==> config.mk <==
export PLATFORM = sky130hd
export DESIGN_NAME = dac_counter
export DESIGN_NICKNAME = d
export VERILOG_FILES = /design/src/rtl/dac_counter_pkg.sv /design/src/rtl/dac_counter.sv
export SDC_FILE = /design/constraint.sdc
export NUM_CORES = 1
export LEC_CHECK = 0
export BUFFER_PORTS_ARGS = -buffer_cell sky130_fd_sc_hd__buf_4
export CAP_MARGIN = 20
export CORE_AREA = 5 5 42 44
export CTS_BUF_LIST = sky130_fd_sc_hd__clkbuf_8
export DETAILED_ROUTE_END_ITERATION = 7
export DIE_AREA = 0 0 47 49
export HOLD_SLACK_MARGIN = 0.03
export SLEW_MARGIN = 30
export SYNTH_ARGS = -nofsm -noshare
export SYNTH_HDL_FRONTEND = slang
export SYNTH_SLANG_ARGS = --single-unit
==> constraint.sdc <==
create_clock -name clk -period 1.3 [get_ports clk]
set_clock_uncertainty 0.2 [all_clocks]
set_input_delay 0.26 -clock clk [delete_from_list [all_inputs] [get_ports clk]]
set_output_delay 0.26 -clock clk [all_outputs]
set_load 0.005 [all_outputs]
==> src/rtl/dac_counter_pkg.sv <==
// Shared audio constants: DAC code width, terminal code and the code type.
package dac_counter_pkg;

  localparam int DAC_WIDTH = 8;
  localparam int DAC_MAX   = 255;

  typedef logic [DAC_WIDTH-1:0] dac_code_t;

endpackage

==> src/rtl/dac_counter.sv <==
// Sample-index counter for the DAC path: advances on at_max, wraps after MAX_COUNT.
// Latency 1 cycle, registered output; no backpressure, at_max is sampled every edge.
module dac_counter
  import dac_counter_pkg::*;
#(
  parameter int WIDTH     = DAC_WIDTH,
  parameter int MAX_COUNT = DAC_MAX
) (
  input  logic             clk,
  input  logic             nRst,
  input  logic             at_max,
  output logic [WIDTH-1:0] dacCount
);

  if (WIDTH < 1 || MAX_COUNT < 0 || MAX_COUNT > (2 ** WIDTH) - 1) begin : g_bad_params
    $error("dac_counter: MAX_COUNT must fit in WIDTH bits and WIDTH must be >= 1");
  end

  localparam logic [WIDTH-1:0] MAX_VAL = WIDTH'(MAX_COUNT);

  logic [WIDTH-1:0] count_q;
  logic [WIDTH-1:0] count_d;

  always_comb begin
    count_d = count_q;
    if (at_max) begin
      if (count_q == MAX_VAL) count_d = '0;
      else                    count_d = count_q + 1'b1;
    end
  end

  // nRst is active-high despite its name; it takes priority over at_max.
  always_ff @(posedge clk) begin
    if (nRst) count_q <= '0;
    else      count_q <= count_d;
  end

  assign dacCount = count_q;

endmodule

==> results.cfg, run 1 <==
[pwr]
internal_power_w = 0.000503
power.switching_fraction = 0.230
max-vdd-ir-drop_mv = 0.778
p_leak_nw = 0.297
power.switching_w = 0.000150
combinationalPowerShare = 0.113
p_seq_frac = 0.402
power_density_normalized_to_cell_area_nw_per_um2 = 1000
share_clk_of_total_power = 0.484

[logic_synthesis]
synthTopCellsByArea = dfxtp_1 (45%), xor2_1 (7.4%), a21oi_1 (5.6%)
synth_top_area_share = 0.449
synth.most_common_cell = dfxtp_1
mappedNetlistArea_um2 = 357
synthesis.yosys.warnings = 0
post_synth.cell_area_avg_um2 = 8.91
post_synth_most_frequent_cells = dfxtp_1 (8), nand2_1 (5), nor2_1 (5)
synth_enable_flop_cells = 0
synth-async-reset-ratio = 0
synthDistinctLibCells = 16
yosysSeqAreaShare = 0.449
synth_top_cell_by_area = dfxtp_1
synth.net_count = 44
synth-seq-cells = 8
post_synth_inst_count = 40
ys.flop_type = dfxtp_1

[grt]
antenna_found_initial = 0
wire_length_of_the_first_global_routing_pass_um = 1550
grt.overflow.total = 0
grt_util_all_layers = 0.0988
pin_count_of_the_biggest_net_entering_global_routing = 8
vias_in_the_first_global_route = 376

[routing]
drt_iter0_markers = 2
dr.pass1.iters = 4
postRouteAntennaNets = 0
detailroute.via_count = 379
avgViaCountPerCell = 4.74
detail_route.wirelength_um = 918
route.detailed.drc = 0
avgRoutedWirePerCell_um = 11.5

[timing]
fin_crit_ns = 1.32
unrepaired_setup_endpoints_after_global_routing = yes
fmax_mhz = 759
report.final.slew_viol_count = 0
final-setup-viol-count = 3
whs_ns = 0.0280
tightestPinTransition_ns = 0.279
worst_slew_margin_rel = 0.813
final_critical_path_setup_slack_ns = -0.0174
final_min_period_over_clock_period = 1.01
final_hold_viol_count = 0

[cts]
cts.path.max_buffers = 2
clkLatencyLatePin_ns = 0.23
cts_max_level = 1
tritoncts = built
cts_buffer_count = 3
clockRootBuffer = clkbuf_8
clkSlewWorstSetupHoldPaths_ns = 0.04
clkSinkCount = 8
postCtsHoldBufs = 0

[floorplan]
initial_core_util = 0.254
die_x_um = 47
fp.dieArea_um2 = 2300
fp.coreArea_um2 = 1400
fp-row-count = 14
die-height_um = 49
ioPinCount = 11

[layout]
area_delta_synth_final_pct = 82.5
antenna-diode-count = 0
area.sequential_um2 = 174
largest_register_ff_count = 8
final_layout_size_suffix_gt1_frac = 0.594
layout_filler_cell_count = 141
finalCoreUtilization = 0.464
final_net_count = 69
area_taken_by_multi_input_logic_gates_um2 = 231

[place]
globalplace.congestion = 0.718
detailedPlacementHpwl_um = 624
placement.io_buffers = 10

[critical_path]
cp_slowest_stage_delay_ns = 0.42
worst_setup_path_end_kind = flop
critPathMaxFanout = 7
worst_ep_required_time_ns = 1.26
arrival_ns = 1.28
timing_worst_setup_path_type = flop to flop
series_of_cell_instances_along_the_critical_path = nand4_4 -> or4_4 -> a21oi_1
start_kind = flop
cpMaxStageDelayCell = or4_4

[status]
failing_checks = negative setup slack
result_of_the_run = finished, violations left

[min_path]
hold_path_class = primary input to flop

[flow_run]
timing.max_cap.violations = 0
==> worst max-delay path: cells and delay by family (launching register included) <==
| family | cells | cell delay [ns] |
|---|---|---|
| and+or+nand+nor | 2 | 0.56 |
| AOI/OAI and AO/OA | 1 | 0.12 |
| DFF | 1 | 0.36 |
==> power by group through the flow <==
| stage | sequential [W] | combinational (W) | clock, W |
|---|---|---|---|
| after floorplan | 0.000271 | 0.0000263 | 0 |
| after global placement | 0.000267 | 0.0000637 | 0 |
| after detailed placement | 0.000267 | 0.0000634 | 0 |
| after CTS | 0.000263 | 0.0000708 | 0.000331 |
| after global routing | 0.000263 | 0.0000820 | 0.000345 |
| final | 0.000263 | 0.0000741 | 0.000316 |
==> metal layers <==
metal / global-route usage / part of all wire
met1: 0.113 / 0.43
met2: 0.131 / 0.46
met3: 0.0590 / 0.075
met4: 0.0691 / 0.039
met5: 0 / 0
==> logic make-up after synthesis <==
family                     Yosys count  synth area share
AOI/OAI and AO/OA                    8             0.126
DFF                                  8             0.449
buffers and inverters                2            0.0316
and+or+nand+nor                     16             0.232
xor gates and xnor gates             4            0.0983
muxes                                1            0.0281
adders and majority gates            1            0.0351
==> final timing paths <==
kind	startpoint	endpoint	slack, ns	cells past startpoint
setup reg to reg	dacCount[3]	dacCount[7]	-0.02	3
hold reg to reg	dacCount[7]	dacCount[7]	0.30	2
hold / removal	nRst	dacCount[6]	0.03	2
setup / recovery	dacCount[3]	dacCount[7]	-0.02	3
==> repair_timing <==
action	in CTS	in global routing
setup buffers	3	0
gates resized for setup	2	9
endpoints found under the setup margin	6	9
pin swaps	1	7
==> metrics by stage <==
step	setup TNS, ns	instance area, um2	instances	power, W	worst slack (ns)
3_3_place_gp	-0.0176	542	73	0.000330	-0.0109
5_1_grt	-0.289	651	80	0.000690	-0.0673
3_5_place_dp	-0.0342	542	73	0.000330	-0.0236
4_1_cts	-0.0290	617	80	0.000665	-0.0160
6_report	-0.0345	651	80	0.000653	-0.0174
2_1_floorplan	0	398	40	0.000297	0.00648
==> cell type report <==
| cell class | instances | area share |
|---|---|---|
| Clock inverter | 1 | 0.00577 |
| Tap cell | 16 | 0.0308 |
| Sequential cell | 8 | 0.267 |
| Clock buffer | 3 | 0.0635 |
| Timing Repair Buffer | 21 | 0.271 |
| Inverter | 1 | 0.00577 |
| Multi-Input combinational cell | 30 | 0.356 |
==> cell usage in the layout, fill, tap and decap left out, types with 2 or more instances in the layout <==
master    count
buf_6         5
a21oi_1       3
o21ai_0       2
xor2_1        3
dfxtp_2       5
nor2_1        5
inv_1         2
nand2_1       4
dfxtp_4       2
buf_4        16
clkbuf_8      3
nand4_1       2
No activity file was read; power rests on OpenSTA's default activity.
==> run 2, diff against run 1 <==
clock period = 1.55 ns   (was 1.3 ns; I/O delays follow)
==> run 2 against run 1 <==
The run now ends clean. Register-to-register slack better by 0.14 ns. Sequential share of layout area rose by 2.5 points. Global-route usage down 0.66 points. Final area decreased by 14%. Wire length down 7.4%. Critical path depth did not move. Power down 21%. Largest cell class unchanged. Highest routed layer unchanged.
==> results.cfg, run 2 (synthesized netlist as in run 1, its figures left out) <==
[place]
detailedPlacementHpwl_um = 660
globalplace.congestion = 0.703
placement.io_buffers = 10

[critical_path]
worst_ep_required_time_ns = 1.51
critPathMaxFanout = 7
arrival_ns = 1.39
timing_worst_setup_path_type = flop to flop
start_kind = flop
worst_setup_path_end_kind = flop

[layout]
leading_cell_type_in_the_layout_fill_and_taps_excluded = buf_4
area.sequential_um2 = 163
finalCoreUtilization = 0.397
largest_register_ff_count = 8
final_net_count = 66
layout_filler_cell_count = 158
area_taken_by_multi_input_logic_gates_um2 = 194
final_layout_size_suffix_gt1_frac = 0.400
final_cell_mix = buf_4 (18), dfxtp_1 (6), nor2_1 (5), nand2_1 (5), a21oi_1 (4)
antenna-diode-count = 0
area_delta_synth_final_pct = 56.1

[routing]
drt_iter0_markers = 3
route.detailed.drc = 0
avgRoutedWirePerCell_um = 11.2
detail_route.wirelength_um = 850
dr.pass1.iters = 2
avgViaCountPerCell = 4.59
postRouteAntennaNets = 0
detailroute.via_count = 349

[cts]
tritoncts = built
cts.path.max_buffers = 2
cts_buffer_count = 3
postCtsHoldBufs = 0
cts_max_level = 1
clockRootBuffer = clkbuf_8
clkSlewWorstSetupHoldPaths_ns = 0.04
clkSinkCount = 8
clkLatencyLatePin_ns = 0.23

[timing]
tightestPinTransition_ns = 0.204
worst_slew_margin_rel = 0.863
fin_crit_ns = 1.43
final_hold_viol_count = 0
final-setup-viol-count = 0
fmax_mhz = 699
report.final.slew_viol_count = 0
setup-tns-final_ns = 0
final_min_period_over_clock_period = 0.922

[flow_run]
timing.max_cap.violations = 0

[floorplan]
ioPinCount = 11
fp.coreArea_um2 = 1400
fp-row-count = 14
fp.dieArea_um2 = 2300
die_x_um = 47
die-height_um = 49
initial_core_util = 0.254

[grt]
grt_util_all_layers = 0.0922
grt.overflow.total = 0
pin_count_of_the_biggest_net_entering_global_routing = 8
wire_length_of_the_first_global_routing_pass_um = 1480
antenna_found_initial = 0
vias_in_the_first_global_route = 367

[min_path]
hold_path_class = primary input to flop

[status]
result_of_the_run = finished, final reports clean

[pwr]
fin_total_pwr_w = 0.000519
power_density_normalized_to_cell_area_nw_per_um2 = 932
p_leak_nw = 0.243
max-vdd-ir-drop_mv = 0.446
-- run 2: through the flow --
step           std cells  hold slack, ns  worst slack [ns]  instance area (um2)
6_report              76          0.0899             0.120                  557
5_1_grt               76          0.0858          -0.00361                  557
4_1_cts               76          0.0941            0.0741                  546
3_5_place_dp          73           0.302            0.0697                  504
3_3_place_gp          73           0.295            0.0935                  504
2_1_floorplan         40           0.179            0.0795                  357
-- run 2: metal layers --
layer	up-vias	track usage	wire, um	share of wire
met5	-	0	0	0
met4	0	0.0553	14	0.016
met3	4	0.0443	53	0.062
met2	12	0.124	352	0.41
met1	151	0.114	429	0.50
li1	182	-	-	-
-- run 2: cell type report --
class,count,area share
Multi-Input combinational cell,30,0.348
Sequential cell,8,0.292
Timing Repair Buffer,18,0.243
Clock buffer,3,0.0742
Tap cell,16,0.0360
Inverter,1,0.00674
-- run 2: worst max-delay path: stages, from the launching register on --
cell	delay (ns)
dfxtp_1	0.37
nand4_4	0.13
or4_1	0.51
a21oi_1	0.14
-- run 2: path summary, 6_finish.rpt --
path | startpoint | endpoint | slack (ns) | depth (start not counted)
max | dacCount[2] | dacCount[7] | 0.12 | 3
min | nRst | dacCount[4] | 0.09 | 2
max reg2reg | dacCount[2] | dacCount[7] | 0.12 | 3
min reg2reg | dacCount[7] | dacCount[7] | 0.30 | 2
-- run 2: what timing repair did --
action	in CTS	in global routing
setup buffers	0	0
endpoints found under the setup margin	0	1
resized for setup	0	3
-- run 2: power by group --
group	internal, W	switching, W
combinational	0.0000295	0.0000227
clock	0.000168	0.0000804
sequential	0.000212	0.00000575
